<file path="src/rtl/mac_tile_ws_if.sv">
// Bus bundle for one weight-stationary MAC tile: west/north inputs, east/south outputs.
interface mac_tile_ws_if #(
  parameter int unsigned bw      = 4,
  parameter int unsigned psum_bw = 16,
  parameter int unsigned ch      = 2,
  parameter int unsigned cnt_bw  = 16
);
  logic [ch*bw-1:0]          in_w;
  logic signed [psum_bw-1:0] in_n;
  logic [1:0]                inst_w;
  logic                      w_clear;
  logic [ch*bw-1:0]          out_e;
  logic [1:0]                inst_e;
  logic signed [psum_bw-1:0] out_s;
  logic                      valid_s;
  logic                      loaded;
  logic [cnt_bw-1:0]         gated_cnt;

  // Driver side: the upstream tile or the bench.
  modport master (
    output in_w, in_n, inst_w, w_clear,
    input  out_e, inst_e, out_s, valid_s, loaded, gated_cnt
  );

  // Tile side.
  modport slave (
    input  in_w, in_n, inst_w, w_clear,
    output out_e, inst_e, out_s, valid_s, loaded, gated_cnt
  );
endinterface

</file>
<file path="src/rtl/mac_tile_ws.sv">
// Weight-stationary multi-channel MAC tile: unsigned activations x held signed weights,
// plus north partial sum, registered south; activations/instructions registered east.
// Optional build macro MAC_TILE_GATE_EN: zero-weight operand gating and gated-op counter.
module mac_tile_ws #(
  parameter int unsigned bw      = 4,
  parameter int unsigned psum_bw = 16,
  parameter int unsigned ch      = 2,
  parameter int unsigned cnt_bw  = 16
) (
  input  logic         clk,
  input  logic         reset,
  mac_tile_ws_if.slave bus
);

  localparam int unsigned PW = 2 * bw + 1;

  localparam logic [0:0] ST_EMPTY  = 1'b0;
  localparam logic [0:0] ST_LOADED = 1'b1;

  logic [0:0]                state_q, state_d;
  logic                      capture_c;
  logic [ch*bw-1:0]          w_q;
  logic signed [psum_bw-1:0] sum_c;
  logic [ch*bw-1:0]          out_e_q;
  logic [1:0]                inst_e_q;
  logic signed [psum_bw-1:0] out_s_q;
  logic                      valid_s_q;

`ifdef MAC_TILE_GATE_EN
  logic [ch-1:0]     mask_q;
  logic [ch-1:0]     mask_d;
  logic [cnt_bw-1:0] cnt_q;
  logic [cnt_bw:0]   cnt_sum_c;
`endif

  // State register.
  always_ff @(posedge clk) begin
    if (!reset) state_q <= ST_EMPTY;
    else        state_q <= state_d;
  end

  // Next state: clear wins over load; a load in LOADED is only forwarded east.
  always_comb begin
    state_d   = state_q;
    capture_c = 1'b0;
    if (bus.w_clear) begin
      state_d = ST_EMPTY;
    end else if (state_q == ST_EMPTY && bus.inst_w[0]) begin
      state_d   = ST_LOADED;
      capture_c = 1'b1;
    end
  end

  // Held weights; zeroed by reset or clear.
  always_ff @(posedge clk) begin
    if (!reset || bus.w_clear) w_q <= '0;
    else if (capture_c)        w_q <= bus.in_w;
  end

`ifdef MAC_TILE_GATE_EN
  // Non-zero mask computed from the word being captured.
  always_comb begin
    mask_d = '0;
    for (int i = 0; i < int'(ch); i++) mask_d[i] = |bus.in_w[i*bw +: bw];
  end

  // Channel mask register, tracks w_q.
  always_ff @(posedge clk) begin
    if (!reset || bus.w_clear) mask_q <= '0;
    else if (capture_c)        mask_q <= mask_d;
  end

  // Saturating sum of the current count and the number of masked channels.
  always_comb begin
    cnt_sum_c = {1'b0, cnt_q};
    for (int i = 0; i < int'(ch); i++) cnt_sum_c = cnt_sum_c + (cnt_bw+1)'(!mask_q[i]);
    if (cnt_sum_c[cnt_bw]) cnt_sum_c = {1'b0, {cnt_bw{1'b1}}};
  end

  // Gated-operation counter; survives w_clear, counts only executes in LOADED.
  always_ff @(posedge clk) begin
    if (!reset)                                     cnt_q <= '0;
    else if (bus.inst_w[1] && state_q == ST_LOADED) cnt_q <= cnt_sum_c[cnt_bw-1:0];
  end

  assign bus.gated_cnt = cnt_q;
`else
  assign bus.gated_cnt = '0;
`endif

  // Dot product of zero-extended activations and sign-extended weights.
  always_comb begin
    logic signed [PW-1:0] a_op;
    logic signed [PW-1:0] b_op;
    logic signed [PW-1:0] prod;
    sum_c = '0;
    for (int i = 0; i < int'(ch); i++) begin
      a_op = PW'(bus.in_w[i*bw +: bw]);
      b_op = PW'(signed'(w_q[i*bw +: bw]));
`ifdef MAC_TILE_GATE_EN
      if (!mask_q[i]) begin
        a_op = '0;
        b_op = '0;
      end
`endif
      prod  = a_op * b_op;
      sum_c = sum_c + psum_bw'(prod);
    end
  end

  // East forwarding and south result registers.
  always_ff @(posedge clk) begin
    if (!reset) begin
      out_e_q   <= '0;
      inst_e_q  <= '0;
      out_s_q   <= '0;
      valid_s_q <= 1'b0;
    end else begin
      out_e_q   <= bus.in_w;
      inst_e_q  <= bus.inst_w;
      valid_s_q <= bus.inst_w[1];
      if (bus.inst_w[1]) out_s_q <= bus.in_n + sum_c;
    end
  end

  assign bus.out_e   = out_e_q;
  assign bus.inst_e  = inst_e_q;
  assign bus.out_s   = out_s_q;
  assign bus.valid_s = valid_s_q;
  assign bus.loaded  = (state_q == ST_LOADED);

endmodule

</file>
<file path="src/flat_wrapper.sv">
// flat-port wrapper written by rule: the top's interface ports become plain ports
module mac_tile_ws_flat 
#(
  parameter int unsigned bw      = 4,
  parameter int unsigned psum_bw = 16,
  parameter int unsigned ch      = 2,
  parameter int unsigned cnt_bw  = 16
)
  (clk, reset, bus_in_w, bus_in_n, bus_inst_w, bus_w_clear, bus_out_e, bus_inst_e, bus_out_s, bus_valid_s, bus_loaded, bus_gated_cnt);
  mac_tile_ws_if #(.bw(bw), .psum_bw(psum_bw), .ch(ch), .cnt_bw(cnt_bw)) bus_i ();
  input  logic clk;
  input  logic reset;
  input wire logic [$bits(bus_i.in_w)-1:0] bus_in_w;
  input wire logic [$bits(bus_i.in_n)-1:0] bus_in_n;
  input wire logic [$bits(bus_i.inst_w)-1:0] bus_inst_w;
  input wire logic [$bits(bus_i.w_clear)-1:0] bus_w_clear;
  output wire logic [$bits(bus_i.out_e)-1:0] bus_out_e;
  output wire logic [$bits(bus_i.inst_e)-1:0] bus_inst_e;
  output wire logic [$bits(bus_i.out_s)-1:0] bus_out_s;
  output wire logic [$bits(bus_i.valid_s)-1:0] bus_valid_s;
  output wire logic [$bits(bus_i.loaded)-1:0] bus_loaded;
  output wire logic [$bits(bus_i.gated_cnt)-1:0] bus_gated_cnt;
  assign bus_i.in_w = bus_in_w;
  assign bus_i.in_n = bus_in_n;
  assign bus_i.inst_w = bus_inst_w;
  assign bus_i.w_clear = bus_w_clear;
  assign bus_out_e = bus_i.out_e;
  assign bus_inst_e = bus_i.inst_e;
  assign bus_out_s = bus_i.out_s;
  assign bus_valid_s = bus_i.valid_s;
  assign bus_loaded = bus_i.loaded;
  assign bus_gated_cnt = bus_i.gated_cnt;
  mac_tile_ws #(.bw(bw), .psum_bw(psum_bw), .ch(ch), .cnt_bw(cnt_bw)) u_core (.clk(clk), .reset(reset), .bus(bus_i));
endmodule
</file>
<file path="config.mk">
export PLATFORM = sky130hd
export DESIGN_NAME = mac_tile_ws_flat
export DESIGN_NICKNAME = d
export VERILOG_FILES = /design/src/rtl/mac_tile_ws_if.sv /design/src/rtl/mac_tile_ws.sv /design/src/flat_wrapper.sv
export SDC_FILE = /design/constraint.sdc
export NUM_CORES = 1
export LEC_CHECK = 0
export ABC_AREA = 1
export BUFFER_PORTS_ARGS = -buffer_cell sky130_fd_sc_hd__buf_2
export CORE_MARGIN = 3
export CORE_UTILIZATION = 30
export DETAILED_ROUTE_END_ITERATION = 10
export PLACE_DENSITY = 0.59
export SLEW_MARGIN = 10
export SYNTH_ARGS = -nofsm -noshare
export SYNTH_HDL_FRONTEND = slang
export SYNTH_SLANG_ARGS = --single-unit
</file>
<file path="constraint.sdc">
create_clock -name clk -period 4.89 [get_ports clk]
set_input_delay 0.2445 -clock clk [delete_from_list [all_inputs] [get_ports clk]]
set_output_delay 0.2445 -clock clk [all_outputs]
set_load 0.05 [all_outputs]
</file>
Word level (Yosys, flattened, before mapping):

Cells that the tools add are included.

* bitwise gates (word level): 2
* $mul: 2
* reduce and logical (&&, ||, !) cells: 4
* muxes and demuxes: 2
* add/sub/neg operators: 2

Operator list (number)
* 5-bit by 4-bit multiplier with 9-bit output: 2
* 16-bit adder: 1
* 9-bit by 9-bit adder with 10-bit output: 1
* 1-bit two-way mux: 2
* 1-bit inverter: 2
* 2-bit OR reduction: 1
* 1-bit logical AND: 1
* 1-bit zero test: 1
* 1-bit logical OR: 1

* output and inout port bits: 44
* bits of input ports: 29
* logic and storage cells: 18
* flip-flop bits (word level): 36

Depth between registers and ports, before layout:

* depth after elaboration: 4
* mapped depth: 29
* gate-level depth less buffers: 29

Worst setup path after synthesis:

OpenSTA, ideal clock, no wires.

* path type: register to register
* start: register u_core.w_q[7]
* end: register u_core.out_s_q[15] (netlist: u_core.bus.out_s[15])
* library setup time: 0.109 ns
* arrival time: 5.263 ns
* cell stages (with the launch flop): 25
* required time: 4.781 ns
* slack: -0.482 ns
* period minus slack after synthesis: 5.372 ns
* buffers on the path: 1
* cell sequence: dfxtp_1 > clkbuf_1 > inv_1 > or2_2 > fa_1 > fa_1 > inv_1 > fa_1 > fa_1 > ha_1 > a21oi_1 > o21ai_1 > nand2_1 > nand2_1 > a21oi_1 > o21ai_1 > xor2_1 > ha_1 > nand2_1 > nor4_2 > a21oi_1 > nand3_1 > nand3_1 > nand2_1 > inv_1

* word-level cells in the longest chain between the ends: 3

RTL lines
* from (decl): line mac_tile_ws.sv:22 `logic [ch*bw-1:0] w_q;`
* from (signal assigned): line mac_tile_ws.sv:57 `else if (capture_c) w_q <= bus.in_w;`
* 5-bit by 4-bit multiplier with 9-bit output: line mac_tile_ws.sv:106 `prod = a_op * b_op;`
* 9-bit by 9-bit adder with 10-bit output: line mac_tile_ws.sv:107 `sum_c = sum_c + psum_bw'(prod);`
* 16-bit adder: line mac_tile_ws.sv:122 `if (bus.inst_w[1]) out_s_q <= bus.in_n + sum_c;`
* to (signal assigned): line mac_tile_ws.sv:122
* to (decl): line mac_tile_ws.sv:26 `logic signed [psum_bw-1:0] out_s_q;`

Every way passes these cells.
A chain may end at the register's enable or synchronous reset.

Final worst setup path:

* start: register u_core.w_q[3]
* end: register u_core.out_s_q[13] (netlist: u_core.bus.out_s[13])

Same word-level chain as after synthesis.

==> run metrics <==
status complete, but fails checks; failing checks negative setup slack; TritonCTS Sinks 35; cell-internal power 0.6950 mW; Die X 115.2 um; setup TNS -145.4 ps; fillers roughly 1,200; routability congestion estimate roughly 0.85; CTS buffer count 5; number of diodes 0; Starting Density a little under a third; drt pass-1 iters 4; yosys warns 0; critical path capture point type flip-flop; RSZ-0062 raised after global routing yes; top post-synthesis cells by area dfxtp_1 20%, ha_1 16%, fa_1 12%, inv_1 10%, nand2_1 9.1%; latest clock arrival within the worst-skew pair roughly 280 ps; post-synth cell types 36; Max FO, Critical Path 4; slowest cell on the critical path fa_1; area of the mapped netlist ~0.0036 mm^2; cell repeated most along the worst path a21oi_2; async set-reset flop share out of synthesis 0%; die area about 0.013 mm^2; pin count of the biggest net entering global routing 22; maximum vdd drop ~0.00013 V; Routed Antenna Nets 0; routed via count between 3,000 and 4,000; Synth top area share about a fifth; Total GRT Usage 13.18%; GR Overflow Total 0; Arrival @ worst endpoint 5170 ps; Max stage delay on crit path approximately 540 ps; NetSw between 0.4 and 0.5 mW; Layout Skew a little over 5 ps; Post-synth EDFFs 0; I/O Buffers 56; first-pass GRT wire length approximately 14,000 um; worst hold path class in2reg; Clock power frac approximately 30%; leading area contributor after synthesis dfxtp_1; overall power 1.135 mW; most instantiated library cell after synthesis inv_1; pre-CTS setup slack -246.0 ps; Synth Register Bits 35; final wirelength a little under 9000 um; CP required between 5000 and 6000 ps; power density cells around 240 mW/mm^2; CP Launch Type flip-flop; syn avg cell area about 7 um^2; part of the power in registers roughly 28%; Core Box Area ~0.012 mm^2; IO Count between 70 and 80; Crit Path Class reg2reg; max_slew headroom 63.92%; top cells by count, synth 100 x inv_1, 87 x nand2_1, 59 x nor2_1; initial antenna violation count 0; drt wl/cell about 12 um; Peak Freq around 200 MHz; clock root cell clkbuf_16; chip height between 100 and 150 um; Via density 4.391; H-tree levels 2; final worst slack -61.01 ps; leading register cell type out of synthesis dfxtp_1; Finish-stage setup viols 4; DRC 0; combinational share of power between 40% and 50%; Clock Path Buffers 2; Layout Area Growth over Synthesis 33.72%; max-capacitance violation count 0; row count 39; post-synthesis sequential area ratio between 10% and 20%; Pleak 2.730 nW; fin. max-slew vios 0; worst-path cell chain inv_2 > or2_4 > fa_2 > fa_1 > inv_1 > fa_1 > fa_1 > ha_4 > nand2_2 > o21ai_2 > nand2_1 > nand2_1 > a21oi_2 > o21ai_1 > xor2_1 > ha_2 > a21oi_2 > nand2_2 > a21oi_2 > nand2_2 > o21ai_2 > a21oi_2 > nor2_1; Slew @ Worst Pin about 540 ps; Tcrit/Tclk final 101.2%; CTS tree built; share of layout cells above drive strength 1 32.72%; WP buf/inv 2; vias in the first global route around 3,100; DPL Wire Length between 6000 and 7000 um; Reg clk slew, reported paths ~50 ps; Sw Share roughly two fifths; First DRT Iteration DRCs 105; cells after synthesis between 400 and 500; Top Family by Delay on Critical Path adder cells; Layout Nets 688; Hold Fails Final Rpt 0; min cycle time layout ~5000 ps
==> per-stage QoR <==
stage | cell area, um^2 | utilization [%] | hold WS [ps] | instances
after CTS | 4537 | 39.40 | 173.6 | 727
after global routing | 4783 | 41.54 | 201.0 | 736
after floorplan | 3705 | - | 338.0 | 511
after detailed placement | 4220 | 36.65 | 471.8 | 716
final | 4783 | 41.54 | 178.8 | 736
after global placement | 4220 | 36.65 | 460.0 | 716
==> per-layer routing <==
| layer | GRT usage (%) | wire [um] | vias to the layer above |
|---|---|---|---|
| met5 | 0 | 0 | - |
| met2 | 22.88 | 4399 | 77 |
| met1 | 17.25 | 4033 | 1466 |
| met4 | 2.113 | 22 | 0 |
| li1 | - | - | 1687 |
| met3 | 2.632 | 428 | 2 |
==> flip-flops by register name, indices dropped and copies added (netlist names) <==
| signal | flops |
|---|---|
| u_core.bus.inst_e | 1 |
| u_core.bus.valid_s | 1 |
| u_core.w_q | 8 |
| u_core.bus.out_s | 16 |
| u_core.bus.loaded | 1 |
| u_core.bus.out_e | 8 |
==> cell families (layout without fill, tap and decap cells) <==
| logic type | count (synthesis) | in the layout | share of synthesized area, % |
|---|---|---|---|
| AO/OA/AOI/OAI | 62 | 62 | 9.584 |
| flip-flops | 35 | 35 | 19.59 |
| buffers and inverters | 126 | 207 | 15.15 |
| AND/OR/NAND/NOR | 186 | 187 | 22.88 |
| XOR/XNOR | 19 | 19 | 4.652 |
| other | 1 | 16 | 0.1048 |
| adder cells (fa/ha/maj) | 67 | 67 | 28.05 |
==> tightest hold or removal path: cells and delay by family <==
family	cells	cell delay (ps)
buffers and inverters	2	140
AND/OR/NAND/NOR	1	50
==> layout by cell type, fill, tap and decap left out, types with 2 or more instances in the layout <==
cell type and n:
ha_4 8, dfxtp_2 2, o21ai_0 19, nor2_2 6, a21oi_4 3, xnor2_1 7
a21oi_1 8, buf_2 56, buf_6 3, clkbuf_16 5, a21o_1 3, clkbuf_8 2
buf_4 38, conb_1 16, inv_2 7, nand4_1 2, nor3_2 3, nand2_4 6
or2_4 2, nand3_1 16, nor2_1 52, nor2_4 3, inv_1 94, fa_2 2
nand2_2 14, a21oi_2 14, nand2_1 75, dfxtp_1 31, o21ai_2 4, o21ai_1 6
dfxtp_4 2, nand3_2 2, xor2_1 9, ha_1 36, xnor2_2 3, fa_1 20
==> final cells by class <==
class                      instances  area (um^2)  area share, %
multi-input combinational        351         2753          57.55
sequential                        35        710.7          14.86
timing repair buffer              97        599.3          12.53
clock buffer                       8        156.4          3.270
inverter                         102        385.4          8.057
tap                              143        178.9          3.741
==> final timing paths <==
path	from	end	slack (ps)	cells past startpoint
setup reg to reg	u_core.w_q[3]	u_core.bus.out_s[13]	-60	23
hold reg to reg	u_core.bus.out_s[7]	u_core.bus.out_s[7]	480	2
setup / recovery	u_core.w_q[3]	u_core.bus.out_s[13]	-60	23
hold / removal	bus_inst_w[0]	u_core.bus.inst_e[0]	180	3
==> power groups by stage <==
stage / logic (mW) / registers [mW] / clock network [mW]
CTS: 0.443 / 0.318 / 0.347
detailed placement: 0.422 / 0.324 / 0
global route: 0.529 / 0.321 / 0.358
global placement: 0.416 / 0.324 / 0
finish: 0.480 / 0.318 / 0.337
floorplan: 0.246 / 0.397 / 0
==> what timing repair did <==
action	4_1_cts	5_1_grt
pin swaps	23	32
setup buffers	3	8
setup endpoints to repair	9	10
gates resized for setup	30	50
hold buffers	0	0
gates cloned	0	1
Note: power is estimated with default switching activity, not from simulation.
